$ cat src/rtl/sdram_arbiter2_if.sv
// -----------------------------------------------------------------------------
// sdram_arbiter2_if
// Avalon-MM style pipelined-read bus used on each side of sdram_arbiter2.
//   address        word address, master -> slave
//   byteenable_n   active-low byte lanes, master -> slave
//   writedata      write data, master -> slave
//   read_n         read request (active low), master -> slave
//   write_n        write request (active low), master -> slave
//   readdata       read data, slave -> master
//   readdatavalid  read data qualifier, slave -> master
//   waitrequest    stall, slave -> master
// Modports: master (drives the request side), slave (drives the response side).
// -----------------------------------------------------------------------------
interface sdram_arbiter2_if #(
    parameter int ADDR_W = 22,
    parameter int DATA_W = 16,
    parameter int BE_W   = 2
);
    logic [ADDR_W-1:0] address;
    logic [BE_W-1:0]   byteenable_n;
    logic [DATA_W-1:0] writedata;
    logic              read_n;
    logic              write_n;
    logic [DATA_W-1:0] readdata;
    logic              readdatavalid;
    logic              waitrequest;

    modport master (
        output address, byteenable_n, writedata, read_n, write_n,
        input  readdata, readdatavalid, waitrequest
    );

    modport slave (
        input  address, byteenable_n, writedata, read_n, write_n,
        output readdata, readdatavalid, waitrequest
    );
endinterface

$ cat src/rtl/sdram_arbiter2.sv
// -----------------------------------------------------------------------------
// sdram_arbiter2
// Shares the single SDRAM controller slave port between master m0 (video/DMA)
// and master m1 (CPU). Grants are round-robin with a burst cap that only bites
// while the other master is waiting. Accepted reads push the issuing master's
// tag into a small FIFO so each returning readdatavalid beat is steered back to
// the right master with no added latency.
// Ports:
//   clk_clk           system clock
//   reset_reset_n     asynchronous active-low reset
//   m0, m1            requesting masters (slave modport of sdram_arbiter2_if)
//   sdram             controller port (master modport of sdram_arbiter2_if)
//   sdram_chipselect  transfer qualifier towards the controller
//   err_orphan        sticky: readdatavalid seen with no read outstanding
// -----------------------------------------------------------------------------
module sdram_arbiter2 #(
    parameter int ADDR_W      = 22,
    parameter int DATA_W      = 16,
    parameter int BE_W        = 2,
    parameter int MAX_BURST   = 8,
    parameter int MAX_PENDING = 4
) (
    input  logic             clk_clk,
    input  logic             reset_reset_n,
    sdram_arbiter2_if.slave  m0,
    sdram_arbiter2_if.slave  m1,
    sdram_arbiter2_if.master sdram,
    output logic             sdram_chipselect,
    output logic             err_orphan
);

    localparam int PTR_W = (MAX_PENDING > 1) ? $clog2(MAX_PENDING) : 1;
    localparam int CNT_W = $clog2(MAX_PENDING + 1);
    localparam int BC_W  = $clog2(MAX_BURST + 1);

    localparam logic [PTR_W-1:0] PTR_LAST = PTR_W'(MAX_PENDING - 1);
    localparam logic [CNT_W-1:0] CNT_FULL = CNT_W'(MAX_PENDING);
    localparam logic [BC_W-1:0]  BC_MAX   = BC_W'(MAX_BURST);

    typedef enum logic [1:0] {IDLE, OWN0, OWN1} state_t;

    state_t            state;
    state_t            state_nxt;
    logic              last_owner;
    logic [BC_W-1:0]   burst_cnt;
    logic [BC_W-1:0]   burst_inc;

    logic [MAX_PENDING-1:0] tag_mem;
    logic [PTR_W-1:0]  rd_ptr;
    logic [PTR_W-1:0]  wr_ptr;
    logic [CNT_W-1:0]  fifo_cnt;

    logic req0, req1;
    logic own0, own1;
    logic own_req, own_read;
    logic fifo_full, fifo_empty;
    logic read_block;
    logic accepted, push, pop, leave;
    logic head_tag;

    logic [ADDR_W-1:0] fwd_address;
    logic [BE_W-1:0]   fwd_byteenable_n;
    logic [DATA_W-1:0] fwd_writedata;
    logic              fwd_read_n;
    logic              fwd_write_n;
    logic              m0_wait, m1_wait;
    logic              m0_rdv, m1_rdv;

    function automatic logic [PTR_W-1:0] ptr_next(input logic [PTR_W-1:0] p);
        return (p == PTR_LAST) ? '0 : p + 1'b1;
    endfunction

    // Request / ownership decode shared by the FSM and the datapath mux
    assign req0       = ~m0.read_n | ~m0.write_n;
    assign req1       = ~m1.read_n | ~m1.write_n;
    assign own0       = (state == OWN0);
    assign own1       = (state == OWN1);
    assign own_req    = (own0 & req0) | (own1 & req1);
    assign own_read   = (own0 & ~m0.read_n) | (own1 & ~m1.read_n);
    assign fifo_full  = (fifo_cnt == CNT_FULL);
    assign fifo_empty = (fifo_cnt == '0);
    // A full FIFO stalls reads even if a beat pops this cycle; this keeps the
    // stall off the readdatavalid timing path.
    assign read_block = own_read & fifo_full;
    assign accepted   = sdram_chipselect & ~sdram.waitrequest;
    assign push       = accepted & own_read;
    assign pop        = sdram.readdatavalid & ~fifo_empty;
    assign head_tag   = tag_mem[rd_ptr];
    assign burst_inc  = (accepted && burst_cnt != BC_MAX) ? burst_cnt + 1'b1 : burst_cnt;
    assign leave      = (state != IDLE) && (state_nxt != state);

    // State register
    always_ff @(posedge clk_clk or negedge reset_reset_n) begin
        if (!reset_reset_n) begin
            state <= IDLE;
        end else begin
            state <= state_nxt;
        end
    end

    // Next-state: the burst cap compares the count including this cycle's
    // transfer so the owner gets exactly MAX_BURST transfers.
    always_comb begin
        state_nxt = state;
        unique case (state)
            IDLE: begin
                if (req0 && req1)
                    state_nxt = last_owner ? OWN0 : OWN1;
                else if (req0)
                    state_nxt = OWN0;
                else if (req1)
                    state_nxt = OWN1;
            end
            OWN0: begin
                if (!req0 || (burst_inc == BC_MAX && req1))
                    state_nxt = req1 ? OWN1 : IDLE;
            end
            OWN1: begin
                if (!req1 || (burst_inc == BC_MAX && req0))
                    state_nxt = req0 ? OWN0 : IDLE;
            end
            default: state_nxt = IDLE;
        endcase
    end

    // Outputs: request mux from the owner and tag-steered return path
    always_comb begin
        fwd_address      = own1 ? m1.address      : m0.address;
        fwd_byteenable_n = own1 ? m1.byteenable_n : m0.byteenable_n;
        fwd_writedata    = own1 ? m1.writedata    : m0.writedata;
        fwd_read_n       = 1'b1;
        fwd_write_n      = 1'b1;
        m0_wait          = 1'b1;
        m1_wait          = 1'b1;
        if (own0) begin
            fwd_read_n  = m0.read_n;
            // read wins when both strobes are low
            fwd_write_n = m0.write_n | ~m0.read_n;
            m0_wait     = sdram.waitrequest | read_block | ~req0;
        end else if (own1) begin
            fwd_read_n  = m1.read_n;
            fwd_write_n = m1.write_n | ~m1.read_n;
            m1_wait     = sdram.waitrequest | read_block | ~req1;
        end
        sdram_chipselect = own_req & ~read_block;
        m0_rdv           = pop & ~head_tag;
        m1_rdv           = pop & head_tag;
    end

    assign sdram.address      = fwd_address;
    assign sdram.byteenable_n = fwd_byteenable_n;
    assign sdram.writedata    = fwd_writedata;
    assign sdram.read_n       = fwd_read_n;
    assign sdram.write_n      = fwd_write_n;

    assign m0.waitrequest   = m0_wait;
    assign m1.waitrequest   = m1_wait;
    assign m0.readdata      = sdram.readdata;
    assign m1.readdata      = sdram.readdata;
    assign m0.readdatavalid = m0_rdv;
    assign m1.readdatavalid = m1_rdv;

    // Grant bookkeeping
    always_ff @(posedge clk_clk or negedge reset_reset_n) begin
        if (!reset_reset_n) begin
            last_owner <= 1'b1;
            burst_cnt  <= '0;
        end else if (leave) begin
            last_owner <= own1;
            burst_cnt  <= '0;
        end else begin
            burst_cnt  <= burst_inc;
        end
    end

    // Read-tag FIFO control
    always_ff @(posedge clk_clk or negedge reset_reset_n) begin
        if (!reset_reset_n) begin
            rd_ptr     <= '0;
            wr_ptr     <= '0;
            fifo_cnt   <= '0;
            err_orphan <= 1'b0;
        end else begin
            if (push)
                wr_ptr <= ptr_next(wr_ptr);
            if (pop)
                rd_ptr <= ptr_next(rd_ptr);
            unique case ({push, pop})
                2'b10:   fifo_cnt <= fifo_cnt + 1'b1;
                2'b01:   fifo_cnt <= fifo_cnt - 1'b1;
                default: fifo_cnt <= fifo_cnt;
            endcase
            if (sdram.readdatavalid && fifo_empty)
                err_orphan <= 1'b1;
        end
    end

    // Tag storage is only read behind a non-zero count, so it needs no reset
    always_ff @(posedge clk_clk) begin
        if (push)
            tag_mem[wr_ptr] <= own1;
    end

endmodule

$ cat src/flat_wrapper.sv
// flat-port wrapper written by rule: the top's interface ports become plain ports
module sdram_arbiter2_flat 
#(
    parameter int ADDR_W      = 22,
    parameter int DATA_W      = 16,
    parameter int BE_W        = 2,
    parameter int MAX_BURST   = 8,
    parameter int MAX_PENDING = 4
)
  (clk_clk, reset_reset_n, sdram_chipselect, err_orphan, m0_address, m0_byteenable_n, m0_writedata, m0_read_n, m0_write_n, m0_readdata, m0_readdatavalid, m0_waitrequest, m1_address, m1_byteenable_n, m1_writedata, m1_read_n, m1_write_n, m1_readdata, m1_readdatavalid, m1_waitrequest, sdram_address, sdram_byteenable_n, sdram_writedata, sdram_read_n, sdram_write_n, sdram_readdata, sdram_readdatavalid, sdram_waitrequest);
  sdram_arbiter2_if #(.ADDR_W(ADDR_W), .DATA_W(DATA_W), .BE_W(BE_W)) m0_i ();
  sdram_arbiter2_if #(.ADDR_W(ADDR_W), .DATA_W(DATA_W), .BE_W(BE_W)) m1_i ();
  sdram_arbiter2_if #(.ADDR_W(ADDR_W), .DATA_W(DATA_W), .BE_W(BE_W)) sdram_i ();
  input  logic clk_clk;
  input  logic reset_reset_n;
  output logic sdram_chipselect;
  output logic err_orphan;
  input wire logic [$bits(m0_i.address)-1:0] m0_address;
  input wire logic [$bits(m0_i.byteenable_n)-1:0] m0_byteenable_n;
  input wire logic [$bits(m0_i.writedata)-1:0] m0_writedata;
  input wire logic [$bits(m0_i.read_n)-1:0] m0_read_n;
  input wire logic [$bits(m0_i.write_n)-1:0] m0_write_n;
  output wire logic [$bits(m0_i.readdata)-1:0] m0_readdata;
  output wire logic [$bits(m0_i.readdatavalid)-1:0] m0_readdatavalid;
  output wire logic [$bits(m0_i.waitrequest)-1:0] m0_waitrequest;
  input wire logic [$bits(m1_i.address)-1:0] m1_address;
  input wire logic [$bits(m1_i.byteenable_n)-1:0] m1_byteenable_n;
  input wire logic [$bits(m1_i.writedata)-1:0] m1_writedata;
  input wire logic [$bits(m1_i.read_n)-1:0] m1_read_n;
  input wire logic [$bits(m1_i.write_n)-1:0] m1_write_n;
  output wire logic [$bits(m1_i.readdata)-1:0] m1_readdata;
  output wire logic [$bits(m1_i.readdatavalid)-1:0] m1_readdatavalid;
  output wire logic [$bits(m1_i.waitrequest)-1:0] m1_waitrequest;
  output wire logic [$bits(sdram_i.address)-1:0] sdram_address;
  output wire logic [$bits(sdram_i.byteenable_n)-1:0] sdram_byteenable_n;
  output wire logic [$bits(sdram_i.writedata)-1:0] sdram_writedata;
  output wire logic [$bits(sdram_i.read_n)-1:0] sdram_read_n;
  output wire logic [$bits(sdram_i.write_n)-1:0] sdram_write_n;
  input wire logic [$bits(sdram_i.readdata)-1:0] sdram_readdata;
  input wire logic [$bits(sdram_i.readdatavalid)-1:0] sdram_readdatavalid;
  input wire logic [$bits(sdram_i.waitrequest)-1:0] sdram_waitrequest;
  assign m0_i.address = m0_address;
  assign m0_i.byteenable_n = m0_byteenable_n;
  assign m0_i.writedata = m0_writedata;
  assign m0_i.read_n = m0_read_n;
  assign m0_i.write_n = m0_write_n;
  assign m0_readdata = m0_i.readdata;
  assign m0_readdatavalid = m0_i.readdatavalid;
  assign m0_waitrequest = m0_i.waitrequest;
  assign m1_i.address = m1_address;
  assign m1_i.byteenable_n = m1_byteenable_n;
  assign m1_i.writedata = m1_writedata;
  assign m1_i.read_n = m1_read_n;
  assign m1_i.write_n = m1_write_n;
  assign m1_readdata = m1_i.readdata;
  assign m1_readdatavalid = m1_i.readdatavalid;
  assign m1_waitrequest = m1_i.waitrequest;
  assign sdram_address = sdram_i.address;
  assign sdram_byteenable_n = sdram_i.byteenable_n;
  assign sdram_writedata = sdram_i.writedata;
  assign sdram_read_n = sdram_i.read_n;
  assign sdram_write_n = sdram_i.write_n;
  assign sdram_i.readdata = sdram_readdata;
  assign sdram_i.readdatavalid = sdram_readdatavalid;
  assign sdram_i.waitrequest = sdram_waitrequest;
  sdram_arbiter2 #(.ADDR_W(ADDR_W), .DATA_W(DATA_W), .BE_W(BE_W), .MAX_BURST(MAX_BURST), .MAX_PENDING(MAX_PENDING)) u_core (.clk_clk(clk_clk), .reset_reset_n(reset_reset_n), .m0(m0_i), .m1(m1_i), .sdram(sdram_i), .sdram_chipselect(sdram_chipselect), .err_orphan(err_orphan));
endmodule
$ cat config.mk
export PLATFORM = sky130hd
export DESIGN_NAME = sdram_arbiter2_flat
export DESIGN_NICKNAME = d
export VERILOG_FILES = /design/src/rtl/sdram_arbiter2_if.sv /design/src/rtl/sdram_arbiter2.sv /design/src/flat_wrapper.sv
export SDC_FILE = /design/constraint.sdc
export NUM_CORES = 1
export LEC_CHECK = 0
export ABC_AREA = 1
export BUFFER_PORTS_ARGS = -buffer_cell sky130_fd_sc_hd__buf_2
export CORE_MARGIN = 4
export CORE_UTILIZATION = 35
export DETAILED_ROUTE_END_ITERATION = 10
export PLACE_DENSITY = 0.76
export SKIP_CTS_REPAIR_TIMING = 1
export SYNTH_ARGS = -nofsm -noshare
export SYNTH_HDL_FRONTEND = slang
export SYNTH_SLANG_ARGS = --single-unit
$ cat constraint.sdc
create_clock -name clk_clk -period 2.9 [get_ports clk_clk]
set_clock_uncertainty 0.2 [all_clocks]
set_input_delay 0.145 -clock clk_clk [delete_from_list [all_inputs] [get_ports clk_clk]]
set_output_delay 0.145 -clock clk_clk [all_outputs]
set_load 0.005 [all_outputs]
==> impl_summary.md, run 1 <==
Outcome
The flow ran to the end, and the final reports show no timing, DRC or antenna violations.

Yosys
sky130_fd_sc_hd__nand2_1 takes more of the synthesized area than any other cell. Synthesis instantiated 37 different standard cells from the library. Of the total synthesized cell area, the portion taken by XOR and XNOR cells is 0.01284.

The synthesized netlist occupies a cell area of 2046 um^2. Yosys mapped a number of flops with a built-in enable equal to 4. The fraction of the mapped netlist area in compound gates is 0.07217. The post-synthesis sequential element count is 19.

Synthesis produced 321 cells. The adder and majority gate portion of the synthesized area is 0.05872. Ranked by total cell area, the synthesized netlist is headed by sky130_fd_sc_hd__nand2_1, sky130_fd_sc_hd__dfrtp_1, sky130_fd_sc_hd__buf_4.

After synthesis, the share of flip-flops with an asynchronous set or reset is 0.7895. Of the synthesized area, sequential elements account for 0.2428. The post-synth net total is 434.

The main combinational cell family by area after synthesis is simple AND/OR/NAND/NOR gates. The average instance in the mapped netlist occupies 6.373 um^2. The predominant post-synthesis flop cell is sky130_fd_sc_hd__dfrtp_1. The simple-gate share of the synthesized area is 0.4067. The share of the synthesized area in the top cell type is 0.2697. The warning count from the yosys run is 0.

The portion of synthesized area spent on multiplexers is 0.

Floorplan
The core outline area is 5574 um^2. During I/O placement, the number of pins put on the boundary was 184. The die is 84.45 um wide. The initialized floorplan defines 27 standard-cell rows. For this configuration, the core starts out at a cell density of 0.3670. The die height is 84.45 um. The total die area is 7132 um^2.

Drt
The total number of vias is 2231. After detailed routing, the number of remaining DRC violations is 0. The detail route stage leaves a number of antenna-violating nets equal to 0.

The routed design has 6584 um of wire. In the routed layout, each cell is associated on average with a via count of 4.516. The number of violations reported at the end of detailed-routing iteration 0 is 90. The length of the first detailed-routing pass in iterations is 4.

The average detailed-routed wire length per instance is 13.33 um.

Setup path
Data arrives at the worst endpoint at 2410 ps. The termination of the worst setup path is u_core.fifo_cnt[2]. The kind of capture point of the worst setup path is a flop. The setup path with the least slack is of type reg2reg. The maximum fanout along the worst path is 8. The source of the critical timing path is u_core.state[0].

The endpoint identified for the worst register-to-register timing path is u_core.fifo_cnt[2]. The setup slack on the worst flop-to-flop path is 440 ps. The worst register-to-register path has a depth of 13. The launching element type of the critical path is a flop. STA puts the critical path data required time at 2840 ps. The worst register-to-register path begins at u_core.state[0].

Finish
The post-route non-filler standard cell count is 494. The area growth from synthesis to layout is 27.34%. The final-layout fill cell count is 595.

Leaving out fill and tap cells, the most frequent cell in the layout is sky130_fd_sc_hd__nand2_1. After the last flow step, the layout net total stands at 536. The antenna diode count is 0.

The share of layout cells above drive strength 1 is 0.4005. Leaving out fill and tap cells, the most frequent cells in the layout are sky130_fd_sc_hd__nand2_1, sky130_fd_sc_hd__buf_2, sky130_fd_sc_hd__inv_1.

STA
For the pin with the worst max-slew slack, the measured transition is 619.9 ps. Setup violations remaining at the end of the flow were counted as 0. Subtracting the final worst setup slack from the clock period gives 2465 ps.

The smallest setup slack after layout is 435.4 ps. Adding up every negative setup slack in the final design gives 0 ps. The worst hold slack is 90.02 ps. The fmax is 0.4057 GHz. The number of failing hold endpoints at the final stage is 0. Of the available clock period, the critical path in the final layout requires 0.8499.

The worst slew slack as a fraction of its limit is 0.5862. Setup repair after global routing left no endpoint under its margin. The max-slew violation count is 0.

Power
The power density over the cells is 795.3 nW/um^2. The maximum VDD drop is 0.0004083 V. The completed layout was analyzed and its total power is 2.072 mW.

Summed over all cells, the static leakage comes to 1.564 nW.

Min path
In this run the worst hold path is classified as in2out.

GRT
The overall global routing resource usage is 0.1830. The via count of the first global-routing pass is 2196. The maximum number of pins on one net before global-route repair is 45. The first-pass GRT wire length is 10380 um. The initial antenna violation count is 0. Summed over all layers, the global routing overflow is 0.

Place
At the end of routability-driven placement, the weighted congestion stood at 0.8805. The number of placed instances, taps included, is 488. The number of port buffers is 135. The detailed-placement wirelength estimate is 5697 um. The post-placement setup slack is 463.2 ps.

Clocking
The total clock sinks is 19. The maximum clock path buffer count is 2. For the worst-skew pair, the clock arrives at the later sink with an insertion delay of 260 ps. The clock slew seen by the registers of the worst setup and hold paths is 70 ps. The tree is rooted in a sky130_fd_sc_hd__clkbuf_8.

In this run the number of H-tree levels came out at 1. The CTS tree is done. Clock tree synthesis inserted a total of 3 buffers.

Flow run
The count of max-cap constraint violations is 0.
[logic make-up (layout without fill, tap and decap cells)]
group           Yosys count  in the layout
simple gates            191            191
buf+inv                  77            178
compound gates           22             22
flops                    19             19
fa+ha+maj                 9              9
xor+xnor                  3              3
[final cells by class]
| class | instances | area, um^2 | area share |
|---|---|---|---|
| clock buffers | 4 | 45.04 | 0.01729 |
| inverters | 35 | 133.9 | 0.05139 |
| multi-input cells | 225 | 1129 | 0.4332 |
| flip-flops and latches | 19 | 496.7 | 0.1907 |
| well taps | 72 | 90.09 | 0.03458 |
| repair buffers | 139 | 710.7 | 0.2728 |
[how the worst min path moves through the flow]
stage	startpoint	to	slack (ps)	cells past startpoint
after global routing	sdram_readdata[12]	m0_readdata[12]	90	0
after global placement	reset_reset_n	u_core.rd_ptr[0]	-130	1
after detailed placement	reset_reset_n	u_core.rd_ptr[1]	-120	1
after CTS	reset_reset_n	u_core.rd_ptr[1]	-410	1
final	sdram_readdata[4]	m1_readdata[4]	90	0
after floorplan	reset_reset_n	u_core.burst_cnt[0]	-350	0
[cell usage after synthesis (2+ instances only)]
library cell / instances
sky130_fd_sc_hd__inv_1: 30
sky130_fd_sc_hd__nor2_1: 15
sky130_fd_sc_hd__nand2_1: 147
sky130_fd_sc_hd__dfrtp_1: 14
sky130_fd_sc_hd__nor2_2: 2
sky130_fd_sc_hd__xnor2_1: 2
sky130_fd_sc_hd__nand2_2: 5
sky130_fd_sc_hd__nand3_2: 5
sky130_fd_sc_hd__o21ai_0: 4
sky130_fd_sc_hd__inv_2: 4
sky130_fd_sc_hd__nor3_1: 2
sky130_fd_sc_hd__edfxtp_1: 4
sky130_fd_sc_hd__a21oi_1: 6
sky130_fd_sc_hd__nand3_1: 6
sky130_fd_sc_hd__nand2_4: 2
sky130_fd_sc_hd__buf_4: 33
sky130_fd_sc_hd__nand4_1: 3
sky130_fd_sc_hd__ha_1: 8
sky130_fd_sc_hd__o21ai_2: 3
sky130_fd_sc_hd__clkbuf_1: 8
sky130_fd_sc_hd__o21ai_1: 2
[flip-flops by register name, indices dropped and copies added, names as in the netlist]
name               flops
u_core.burst_cnt       4
u_core.err_orphan      1
u_core.fifo_cnt        3
u_core.last_owner      1
u_core.rd_ptr          2
u_core.state           2
u_core.tag_mem         4
u_core.wr_ptr          2
[through the flow]
stage / utilization / cell area, um^2
2_1_floorplan: - / 2046
3_3_place_gp: 0.4557 / 2540
3_5_place_dp: 0.4557 / 2540
4_1_cts: 0.4637 / 2585
5_1_grt: 0.4673 / 2605
6_report: 0.4673 / 2605
[worst max-delay path, cell delays in order, from the launching register on]
cell                      delay, ps
sky130_fd_sc_hd__dfrtp_1        500
sky130_fd_sc_hd__inv_4          140
sky130_fd_sc_hd__nand3_1         90
sky130_fd_sc_hd__nand2_2        140
sky130_fd_sc_hd__nand2_4         80
sky130_fd_sc_hd__nand3_2         90
sky130_fd_sc_hd__inv_2           40
sky130_fd_sc_hd__nand2_1         70
sky130_fd_sc_hd__ha_1           140
sky130_fd_sc_hd__inv_1           60
sky130_fd_sc_hd__fa_1           370
sky130_fd_sc_hd__a21oi_1        140
sky130_fd_sc_hd__o21ai_0        110
sky130_fd_sc_hd__xor2_1         150
[power breakdown]
part           internal (mW)  leakage [nW]  switching, mW
logic                  0.555          1.32          0.857
registers              0.367         0.217          0.103
clock network         0.0979        0.0228         0.0908
total                   1.02          1.56           1.05
[layer usage]
layer	GRT usage	up-vias	routed length [um]
met1	0.1942	974	2482
met3	0.04416	7	501
met2	0.3494	99	3491
li1	-	1151	-
met5	0	-	0
met4	0.06331	0	110
Power figures use the tool's default switching activity.
==> run 2: changes to the inputs <==
clock period = 2.35 ns   (was 2.9 ns; I/O delays follow)
==> impl_summary.md, run 2 (synthesis gave the netlist of run 1 again) <==
Outcome
The flow ran to the end, and the final reports show no timing, DRC or antenna violations.

Setup path
The critical path class is reg2reg. The delay of the slowest cell on the worst path is 490 ps (about the same). The arrival time of the worst setup path is 2160 ps (-250 ps).

Grouping stages by cell kind, the critical path spends the most delay in flip-flops. The worst-case reg-to-reg path depth is 13 (unchanged). The beginning of the worst register-to-register path is u_core.state[1]. The critical path goes through inv_2, nand3_2, nand2_2, nand2_4, nand3_2, inv_2, nand2_2, ha_1, inv_1, fa_2, a21oi_1, o21ai_1, xor2_1. The launching element type of the critical path is a flop. The kind of capture point of the worst setup path is a flop.

The setup slack on the worst flop-to-flop path is 130 ps (-310 ps). The worst path required time is 2290 ps (-550 ps). The master of the slowest instance on the critical path is sky130_fd_sc_hd__dfrtp_2. The maximum fanout along the worst path was 8 (unchanged). The number of buffer and inverter instances along the worst setup path came to 3 (unchanged).

The endpoint identified for the worst register-to-register timing path is u_core.fifo_cnt[2].

STA
The max-slew violation count is 0 (unchanged). The pin slew with the least headroom to its limit is 392.6 ps (-227.3 ps). The final period demand of the worst path is 2220 ps (-244.6 ps). The number of failing hold endpoints at the final stage is 0 (unchanged).

Setup repair after global routing left no endpoint under its margin. The fmax is 0.4505 GHz (+11%). The worst hold slack is 35.01 ps (-55.01 ps). The setup violation total in the final timing report is 0 (unchanged). The worst slew slack as a fraction of its limit is 0.7383 (+0.1521). The summed negative setup slack over all endpoints is 0 ps (unchanged). The ratio of final minimum period to clock period is 0.9447 (+0.09481).

Drt
The total number of vias is 2248 (+0.76%). The length of the first detailed-routing pass in iterations is 4 (unchanged). The average detailed-routed wire length per instance is 12.43 um (-6.8%).

The aggregate routed wire length came to 6225 um (-5.5%). The via count normalized by instance count is 4.487 (-0.65%). The remaining design rule violation count is 0 (unchanged).

The number of violations reported at the end of detailed-routing iteration 0 is 108 (+20%). The remaining number of nets flagged by the antenna check after routing is 0 (unchanged).

Min path
The critical hold path startpoint is sdram_readdata[11]. The hold path depth is 0 (unchanged). The path class of the lowest-slack min-delay path is in2out.

For hold timing, the worst endpoint is m1_readdata[11].

Finish
The antenna diode count is 0 (unchanged). In the final layout, the registers with the most flip-flops are u_core.burst_cnt: 4 flops, u_core.tag_mem: 4 flops, u_core.fifo_cnt: 3 flops. The multi-input gate area in the final layout came to 1150 um^2 (+1.9%). The top cell types in the final layout, fill and taps aside, are sky130_fd_sc_hd__nand2_1, sky130_fd_sc_hd__buf_2, sky130_fd_sc_hd__inv_1. The number of nets in the finished design is 543 (+1.3%). Compared with the post-synthesis result, the final layout area differs by 31.25%.

The register area came to 499.2 um^2 (+0.50%). The post-route non-filler standard cell count is 501 (+1.4%). The share of layout cells above drive strength 1 came to 0.4242 (+0.02377).

The final standard cell area without fillers is 2685 um^2 (+3.1%). Leaving out fill and tap cells, the most frequent cell in the layout is sky130_fd_sc_hd__nand2_1. The final-layout fill cell count was 584 (-1.8%).

GRT
The residual overflow from global routing is 0 (unchanged). The initial antenna violation count is 0 (unchanged). The maximum number of pins on one net before global-route repair is 43 (-4.4%). The overall global routing resource usage is 0.1630 (-0.01995).

The first-pass GRT wire length is 9818 um (-5.4%). The via count of the first global-routing pass was 2215 (+0.87%).

Place
The number of port buffers is 135 (unchanged). The placer's final routability congestion estimate is 0.8297 (-5.8%). The total placed instance area came to 2600 um^2 (+2.4%). The detailed-placement wirelength estimate is 5325 um (-6.5%). The number of cells after detailed placement is 495 (+1.4%).

Clocking
The H-tree depth is 1 (unchanged). The total CTS buffers was 3 (unchanged). TritonCTS built the clock tree. The clock latency on the worst-skew pair is 260 ps (about the same).

The maximum clock path buffer count is 2 (unchanged). The clock slew seen by the registers of the worst setup and hold paths came to 70 ps (about the same). The total clock sinks is 19 (unchanged).

The clock tree root driver cell is sky130_fd_sc_hd__clkbuf_8.

Floorplan
The die height is 84.45 um (unchanged). The core outline area is 5574 um^2 (unchanged). The total die area was 7132 um^2 (unchanged).

The number of placed I/O pins was 184 (unchanged). The row count is 27 (unchanged). The starting utilization of the core area is 0.3670 (unchanged). The die width is 84.45 um (unchanged).

Power
The maximum VDD drop is 0.0004695 V (+15%). The cell leakage power is 1.602 nW (+2.4%). The power density over the cells is 989.5 nW/um^2 (+24%).

Flow run
The count of max-cap constraint violations is 0 (unchanged).
-- run 2: changes by cell type in the layout (fill, tap and decap cells not counted), sizes merged --
cell,change
clkbuf,-1
buf,+7
clkinv,+1
-- run 2: cell type report --
cell class,instances,area share
repair buffers,146,0.2842
flip-flops and latches,19,0.1859
well taps,72,0.03355
clock buffers,3,0.01538
multi-input cells,225,0.4282
clock inverters,1,0.001864
inverters,35,0.05079
-- run 2: power breakdown --
| part | switching, mW | internal [mW] | total (mW) |
|---|---|---|---|
| clock | 0.112 | 0.118 | 0.230 |
| combinational | 1.10 | 0.753 | 1.85 |
| sequential | 0.122 | 0.457 | 0.579 |
| total | 1.33 | 1.33 | 2.66 |
-- run 2: per-stage QoR --
step	util	setup WS, ps	total power, mW
after floorplan	-	15.18	1.730
after global placement	0.4664	84.63	2.355
after detailed placement	0.4664	12.39	2.423
after CTS	0.4747	-7.229	2.662
after global routing	0.4817	25.87	2.950
final	0.4817	130.0	2.657
-- run 2: worst max path at each step --
| stage | to | cells after the start | start |
|---|---|---|---|
| 4_1_cts | u_core.fifo_cnt[2] | 12 | u_core.state[1] |
| 3_5_place_dp | u_core.fifo_cnt[2] | 12 | u_core.state[1] |
| 6_report | u_core.fifo_cnt[2] | 13 | u_core.state[1] |
| 3_3_place_gp | u_core.fifo_cnt[2] | 12 | u_core.state[1] |
| 2_1_floorplan | u_core.fifo_cnt[2] | 14 | u_core.state[1] |
| 5_1_grt | u_core.fifo_cnt[2] | 11 | u_core.fifo_cnt[1] |
-- run 2: metal layers --
| metal | vias to the layer above | part of all wire | global-route usage |
|---|---|---|---|
| met1 | 961 | 0.36 | 0.1761 |
| met4 | 0 | 0.019 | 0.04173 |
| met3 | 15 | 0.076 | 0.04024 |
| met5 | - | 0 | 0 |
| met2 | 104 | 0.54 | 0.3142 |
| li1 | 1168 | - | - |
-- run 2: worst reg2reg max path: stages, from the launching register on --
cell	delay (ps)
sky130_fd_sc_hd__dfrtp_2	490
sky130_fd_sc_hd__inv_2	100
sky130_fd_sc_hd__nand3_2	80
sky130_fd_sc_hd__nand2_2	100
sky130_fd_sc_hd__nand2_4	50
sky130_fd_sc_hd__nand3_2	80
sky130_fd_sc_hd__inv_2	40
sky130_fd_sc_hd__nand2_2	60
sky130_fd_sc_hd__ha_1	140
sky130_fd_sc_hd__inv_1	70
sky130_fd_sc_hd__fa_2	340
sky130_fd_sc_hd__a21oi_1	140
sky130_fd_sc_hd__o21ai_1	80
sky130_fd_sc_hd__xor2_1	140
